$ cat config.mk
export PLATFORM = sky130hd
export DESIGN_NAME = clq_walker
export DESIGN_NICKNAME = d
export VERILOG_FILES = /design/src/rtl/clq_pkg.sv /design/src/rtl/clq_walker.sv
export SDC_FILE = /design/constraint.sdc
export NUM_CORES = 1
export LEC_CHECK = 0
export ABC_AREA = 1
export CORE_MARGIN = 1.5
export CORE_UTILIZATION = 42
export CTS_BUF_LIST = sky130_fd_sc_hd__clkbuf_4 sky130_fd_sc_hd__clkbuf_8 sky130_fd_sc_hd__clkbuf_16
export CTS_CLUSTER_SIZE = 10
export DETAILED_ROUTE_END_ITERATION = 10
export PLACE_DENSITY = 0.8
export SLEW_MARGIN = 20
export SYNTH_ARGS = -nofsm -noshare
export SYNTH_HDL_FRONTEND = slang
export SYNTH_SLANG_ARGS = --single-unit
$ cat constraint.sdc
create_clock -name clk -period 1.8 [get_ports clk]
set_clock_uncertainty 0.2 [all_clocks]
set_input_delay 0.18 -clock clk [delete_from_list [all_inputs] [get_ports clk]]
set_output_delay 0.18 -clock clk [all_outputs]
set_load 0.005 [all_outputs]
$ cat src/rtl/clq_pkg.sv
// Shared clause-queue types and constants, imported by the CLQ and by clq_walker.
// Node index NULL_PTR (all ones, i.e. DEPTH-1) is never allocated and terminates a list.
package clq_pkg;
  localparam int CLQ_DEPTH   = 16;
  localparam int PTR_W       = $clog2(CLQ_DEPTH);
  localparam int LIT_IDX_W   = 8;
  localparam int LIT_IDX_MAX = (1 << (LIT_IDX_W - 1)) - 1;

  typedef logic [PTR_W-1:0] ptr_t;

  // Literal: polarity bit plus a two's-complement variable index.
  typedef struct packed {
    logic                        sign;
    logic signed [LIT_IDX_W-1:0] idx;
  } lit_t;

  typedef struct packed {
    lit_t lit_a;
    lit_t lit_b;
    ptr_t next;
  } node_t;

  localparam ptr_t NULL_PTR = '1;

  // One dummy list head per literal, addressed by {idx, sign}.
  typedef logic [LIT_IDX_W:0] dummy_ptr_t;

  localparam logic [2:0] ST_IDLE  = 3'd0;
  localparam logic [2:0] ST_REQ   = 3'd1;
  localparam logic [2:0] ST_FETCH = 3'd2;
  localparam logic [2:0] ST_EMIT  = 3'd3;
  localparam logic [2:0] ST_DONE  = 3'd4;

  function automatic dummy_ptr_t lit2dummy(input lit_t l);
    return {l.idx, l.sign};
  endfunction
endpackage

$ cat src/rtl/clq_walker.sv
// BCP-side CLQ reader: looks up a literal's list head, then streams each linked node to the evaluator.
// Optional hop-limit loop guard enabled by defining CLQ_LOOP_GUARD_EN.
module clq_walker
  import clq_pkg::*;
#(
  parameter int DEPTH    = CLQ_DEPTH,
  parameter int MAX_HOPS = DEPTH
) (
  input  logic                    clk,
  input  logic                    rst_n,
  input  lit_t                    uc_lit_in,
  input  logic                    uc_valid,
  output logic                    uc_ready,
  output lit_t                    walk2clq_uc_rqst,
  output logic                    walk2clq_uc_rqst_valid,
  input  ptr_t                    clq2walk_init_ptr,
  input  logic                    clq2walk_init_ptr_valid,
  output ptr_t                    walk2clq_cnf_idx,
  input  node_t                   clq2walk_node,
  output node_t                   node_out,
  output logic                    node_out_valid,
  input  logic                    node_out_ready,
  output logic                    walk_done,
  output logic [$clog2(DEPTH):0]  walk_count,
  output logic                    walk_err,
  output logic [2:0]              dbg_state
);
  localparam int CW = $clog2(DEPTH) + 1;
  localparam logic [CW-1:0] HOP_LIMIT = CW'(MAX_HOPS);

`ifdef CLQ_LOOP_GUARD_EN
  localparam logic GUARD_EN = 1'b1;
`else
  localparam logic GUARD_EN = 1'b0;
`endif

  logic [2:0]    r_state;
  lit_t          r_lit_q;
  ptr_t          r_cur_ptr;
  node_t         r_node_q;
  logic [CW-1:0] r_walk_count;
  logic          r_walk_err;

  logic [CW-1:0] w_count_nxt;
  logic          w_hop_trip;

  assign w_count_nxt = r_walk_count + 1'b1;
  // The node just accepted is the last one allowed, yet the list continues.
  assign w_hop_trip  = GUARD_EN && (w_count_nxt == HOP_LIMIT);

  // Both streams use valid/ready: a transfer happens in a cycle where valid and ready are both
  // high; valid and its payload stay stable until that cycle.
  always_ff @(posedge clk) begin
    if (!rst_n) begin
      r_state      <= ST_IDLE;
      r_lit_q      <= '0;
      r_cur_ptr    <= '0;
      r_node_q     <= '0;
      r_walk_count <= '0;
      r_walk_err   <= 1'b0;
    end else begin
      case (r_state)
        ST_IDLE: begin
          if (uc_valid) begin
            r_lit_q      <= uc_lit_in;
            r_walk_count <= '0;
            r_walk_err   <= 1'b0;
            r_state      <= ST_REQ;
          end
        end
        ST_REQ: begin
          if (clq2walk_init_ptr_valid) begin
            if (clq2walk_init_ptr == NULL_PTR) begin
              r_state <= ST_DONE;
            end else begin
              r_cur_ptr <= clq2walk_init_ptr;
              r_state   <= ST_FETCH;
            end
          end
        end
        ST_FETCH: begin
          r_node_q <= clq2walk_node;
          r_state  <= ST_EMIT;
        end
        ST_EMIT: begin
          if (node_out_ready) begin
            r_walk_count <= w_count_nxt;
            if (r_node_q.next == NULL_PTR) begin
              r_state <= ST_DONE;
            end else if (w_hop_trip) begin
              r_walk_err <= 1'b1;
              r_state    <= ST_DONE;
            end else begin
              r_cur_ptr <= r_node_q.next;
              r_state   <= ST_FETCH;
            end
          end
        end
        ST_DONE: r_state <= ST_IDLE;
        default: r_state <= ST_IDLE;
      endcase
    end
  end

  assign uc_ready               = (r_state == ST_IDLE);
  assign walk2clq_uc_rqst       = (r_state == ST_REQ) ? r_lit_q : '0;
  assign walk2clq_uc_rqst_valid = (r_state == ST_REQ);
  assign walk2clq_cnf_idx       = (r_state == ST_FETCH) ? r_cur_ptr : '0;
  assign node_out               = (r_state == ST_EMIT) ? r_node_q : '0;
  assign node_out_valid         = (r_state == ST_EMIT);
  assign walk_done              = (r_state == ST_DONE);
  assign walk_count             = r_walk_count;
  assign walk_err               = r_walk_err & GUARD_EN;
  assign dbg_state              = r_state;
endmodule

# --- After elaboration in Yosys (flattened, before gate mapping) ---
# Index checks and enable logic that the tools add are counted.
word_totals:
  ff_bits: 43
  latchBits: 0
  ram_bits: 0
  mem_bits_ro: 0
  in_bits: 40
  output_inout_bits: 48
  wordCells: 46
  memories: 0
classes:
  addsub: 1
  multipliers: 0
  div: 0
  order_cmp: 0
  eq_ne: 11
  n_shift: 0
  mux: 17
  bitwise_logic: 0
  reduce_logical: 7
ops:
  columns: ["operator", "count"]
  rows:
  - ["$mux W22", 1]
  - ["$mux W4", 5]
  - ["$mux W3", 5]
  - ["$pmux W3 S4", 1]
  - ["$mux W5", 2]
  - ["$pmux W5 S2", 1]
  - ["$mux W9", 1]
  - ["$eq A4 B4 Y1 const B", 2]
  - ["$pmux W4 S2", 1]
  - ["$eq A3 B2 Y1 const B", 2]
  - ["$ne A2 B2 Y1 const B", 3]
  - ["$reduce_and A3 Y1", 2]
  - ["$add A5 B1 Y5 const B", 1]
  - ["$reduce_and A5 Y1", 1]
  - ["$ne A2 B1 Y1 const B", 2]
  - ["$reduce_bool A2 Y1", 2]
  - ["$eq A3 B1 Y1 const B", 1]
  - ["$eq A3 B3 Y1 const B", 1]
  - ["$logic_not A3 Y1", 1]
  - ["$reduce_and A2 Y1", 1]

# --- Depth between registers and ports, before layout ---
logic_depth:
  ltp_word: 4
  ltp_mapped: 10

# --- Worst setup path before layout ---
# OpenSTA, ideal clock, no wires.
synth_path:
  path_type: "register to output"
  from: "reg r_state[0], in the netlist dbg_state[0]"
  to: "out node_out[10] (netlist bit)"
  arrival_time_ns: 1.148
  t_required_ns: 1.420
  slack_ns: 0.272
  stages_incl_launch_ff: 7
  cell_sequence: "dfxtp_1 -> nand2_2 -> nor2_4 -> inv_2 -> buf_6 -> buf_2 -> nor2_1"
synth_rtl:
  columns: ["element", "line_no", "text"]
  rows:
  - ["start: declaration", "clq_walker.sv:37", "logic [2:0] r_state;"]
  - ["start signal: assignment", "clq_walker.sv:55", "r_state <= ST_IDLE;"]
  - ["start signal: assignment", "clq_walker.sv:68", "r_state <= ST_REQ;"]
  - ["start signal: assignment", "clq_walker.sv:74", "r_state <= ST_DONE;"]
  - ["end: declaration", "clq_walker.sv:20", "output node_t node_out,"]

# --- Worst setup path in the final report ---
layout_path:
  from: "reg r_state[1], in the netlist dbg_state[1]"
  to: "out node_out_valid"
layout_via:
  elab_chain_cells: 1
layout_lines:
  columns: ["element", "line_no", "text"]
  rows:
  - ["$eq A3 B2 Y1", "clq_walker.sv:110", "assign node_out_valid = (r_state == ST_EMIT);"]
  - ["end: declaration", "clq_walker.sv:21", "output logic node_out_valid,"]
# No other way between the ends.

==> key figures <==
Run status
  • Status: complete, but fails checks
  • Failing checks: negative setup slack

Clocking
  • CTS tree: built
  • Skew-Pair Late Insertion Delay: 0.29 ns
  • Longest Clk Path Bufs: 2
  • Total CTS buffers: 5
  • Hold_buf cts: 0
  • Clock sinks: 43
  • Root buf cell: clkbuf_8
  • Number of H-tree levels: 2
  • Clock Pin Slew Worst Setup and Hold Paths: 0.07 ns

STA
  • Final worst slack: -0.0685 ns
  • Setup TNS: -0.0685 ns
  • Period utilization: 104%
  • Endpoints failing hold: 0
  • Endpoints failing setup: 1
  • Peak Freq: 535 MHz
  • Final worst path period need: 1.87 ns
  • Pins Over Slew Limit: 0
  • RSZ-0062 raised after global routing: true

Route
  • DR DRC count: 0
  • Drt wl/cell: 12.9 um
  • 1st-iter DRT viols: 82
  • DR pass1 iterations: 4
  • DR vias: 2134
  • Vias/cell: 4.84
  • ANT nets after route: 0
  • Total Wirelength: 5.68 mm

Die
  • Die area: 5170 um2
  • Io pins: 88
  • Core area: 4470 um2
  • Initial Util: 44.6%
  • Row count: 24
  • Die Ht: 71.9 um
  • Die Wd: 71.9 um

Power
  • Psw: 0.689 mW
  • Sw frac: 29.3%
  • Worst vdd ir: 0.508 mV
  • Clock power frac: 26.1%
  • Lkg Pwr: 1.45 nW
  • Overall Power: 2.35 mW
  • Internal power: 1.66 mW
  • Seq pwr share: 46.9%
  • PwrDens: 752 nW/um2
  • Comb power frac: 27.0%

Place
  • Dpl cell area: 2950 um2
  • HPWL after detailed placement: 3.78 mm
  • Gpl congestion: 0.945
  • Cells after DPL: 426
  • # port buffers: 86

Finish
  • Commonest non-fill, non-tap cells in the layout: inv_1 (48), clkdlybuf4s50_1 (45), dfxtp_1 (40)
  • ANT cells: 0
  • Post-layout util: 69.9%
  • Non-filler instance count after layout: 441
  • Fin nets: 430
  • Layout cell share with drive strength beyond 1: 19.8%
  • Commonest non-fill, non-tap cell in the layout: inv_1
  • Multi-input gate area: 913 um2
  • Storage cell area: 870 um2
  • Post-Layout Inst Area: 3130 um2
  • Area growth from synthesis to layout: 56.6%
  • Fillers: 409

Critical path
  • Req. time, crit path: 1.42 ns
  • Critical path class: reg2out
  • R2R setup slack: 0.08 ns
  • Crit start category: flip-flop
  • CP Max Fanout: 6
  • CP arrival: 1.49 ns
  • Critical Path Sink Type: primary output

Global routing
  • Global route overflow: 0
  • Largest net degree at the start of global routing: 40
  • Global-route wire length before repair: 8.34 mm
  • Initial antenna violation count: 0
  • GR Util All Layers: 20.3%
  • Vias in the first global route: 1931

Synth
  • Synth warn: 0
  • Synth Register Bits: 43
  • Syn_nets: 330
  • Sequential area share after synthesis: 43.1%
  • Synthesized area: 2000 um2
  • Average cell area after synthesis: 6.91 um2
  • Synth unique cells: 25
  • Mapped Cells: 289

Hold path
  • Worst hold-check path type: reg2reg

Run
  • Max-cap violations: 0
## routing by layer
layer  GRT usage (%)  vias up  wire length [um]
li1                -     1104                 -
met1            23.7      971              2500
met2            36.6       47              2870
met3            4.44       12               190
met4            7.34        0               121
met5               0        -                 0
## sequential cells by signal, summed over array words and instances, names as in the netlist
| name | cells |
|---|---|
| r_node_q | 22 |
| r_lit_q | 9 |
| walk_count | 5 |
| r_cur_ptr | 4 |
| dbg_state | 3 |
## final cells by class
type / instances / share of cell area, %
sequential: 43 / 27.8
inverter: 51 / 6.69
clock inverter: 1 / 0.160
clock buffer: 6 / 2.64
timing repair inverter: 2 / 0.560
multi-input combinational: 181 / 29.2
timing repair buffer: 105 / 30.8
tap: 52 / 2.08
## worst paths after layout
kind,startpoint,end,cells past startpoint
hold / removal,r_lit_q[2]$_SDFFE_PN0P_,r_lit_q[2]$_SDFFE_PN0P_,2
setup / recovery,dbg_state[1]$_SDFFE_PN0P_,node_out_valid,5
setup reg to reg,dbg_state[0]$_SDFFE_PN0P_,r_cur_ptr[2]$_SDFFE_PN0P_,11
hold reg to reg,r_lit_q[2]$_SDFFE_PN0P_,r_lit_q[2]$_SDFFE_PN0P_,2
## power by group through the flow
stage,Sequential [mW],Clock [mW],Combinational [mW]
6_report,1.10,0.613,0.635
5_1_grt,1.11,0.657,0.708
2_1_floorplan,1.12,0,0.323
3_3_place_gp,1.12,0,0.574
3_5_place_dp,1.12,0,0.585
4_1_cts,1.10,0.623,0.599
## logic make-up after synthesis
group | count (synthesis) | share of synthesized area [%]
other | 1 | 0.188
adders and majority gates | 1 | 0.627
and+or+nand+nor | 97 | 20.8
DFF | 43 | 43.1
buffers and inverters | 66 | 13.9
AOI/OAI and AO/OA | 81 | 21.4
## Yosys cell counts
cell	instances	area, um2
buf_6	2	22.5
clkbuf_4	1	7.51
nand2_1	33	124
buf_4	1	7.51
nor3_1	2	10.0
inv_1	50	188
o21ai_2	4	35.0
nor2_1	46	173
o21ai_0	35	175
nand2_2	1	6.26
a21oi_1	38	190
nor2_4	2	22.5
buf_2	6	30.0
nand3_1	5	25.0
conb_1	1	3.75
nand4_1	2	12.5
clkbuf_1	5	18.8
o21bai_1	1	7.51
nand3_2	1	10.0
a21oi_2	1	8.76
nor2_2	5	31.3
inv_2	1	3.75
o21ai_1	2	10.0
ha_1	1	12.5
dfxtp_1	43	861
## stage by stage
stage	worst slack (ns)	hold slack, ns
after floorplan	0.272	0.145
after global placement	0.0195	0.237
after detailed placement	-0.0325	0.243
after CTS	-0.160	0.255
after global routing	-0.0941	0.267
final	-0.0685	0.252
## worst max-delay path, cell delays in order, from the launching register on
cell and delay (ns):
dfxtp_4 0.38, nand2_2 0.06, nor2_4 0.24, buf_4 0.16
buf_6 0.11, dlygate4sd2_1 0.25
## repair_timing
item / in CTS / in global routing
setup endpoints to repair: 39 / 35
resized for setup: 46 / 68
buffers inserted: 2 / 4
gates cloned: 0 / 3
pin swaps: 3 / 3
(Power assumes the default switching activity.)
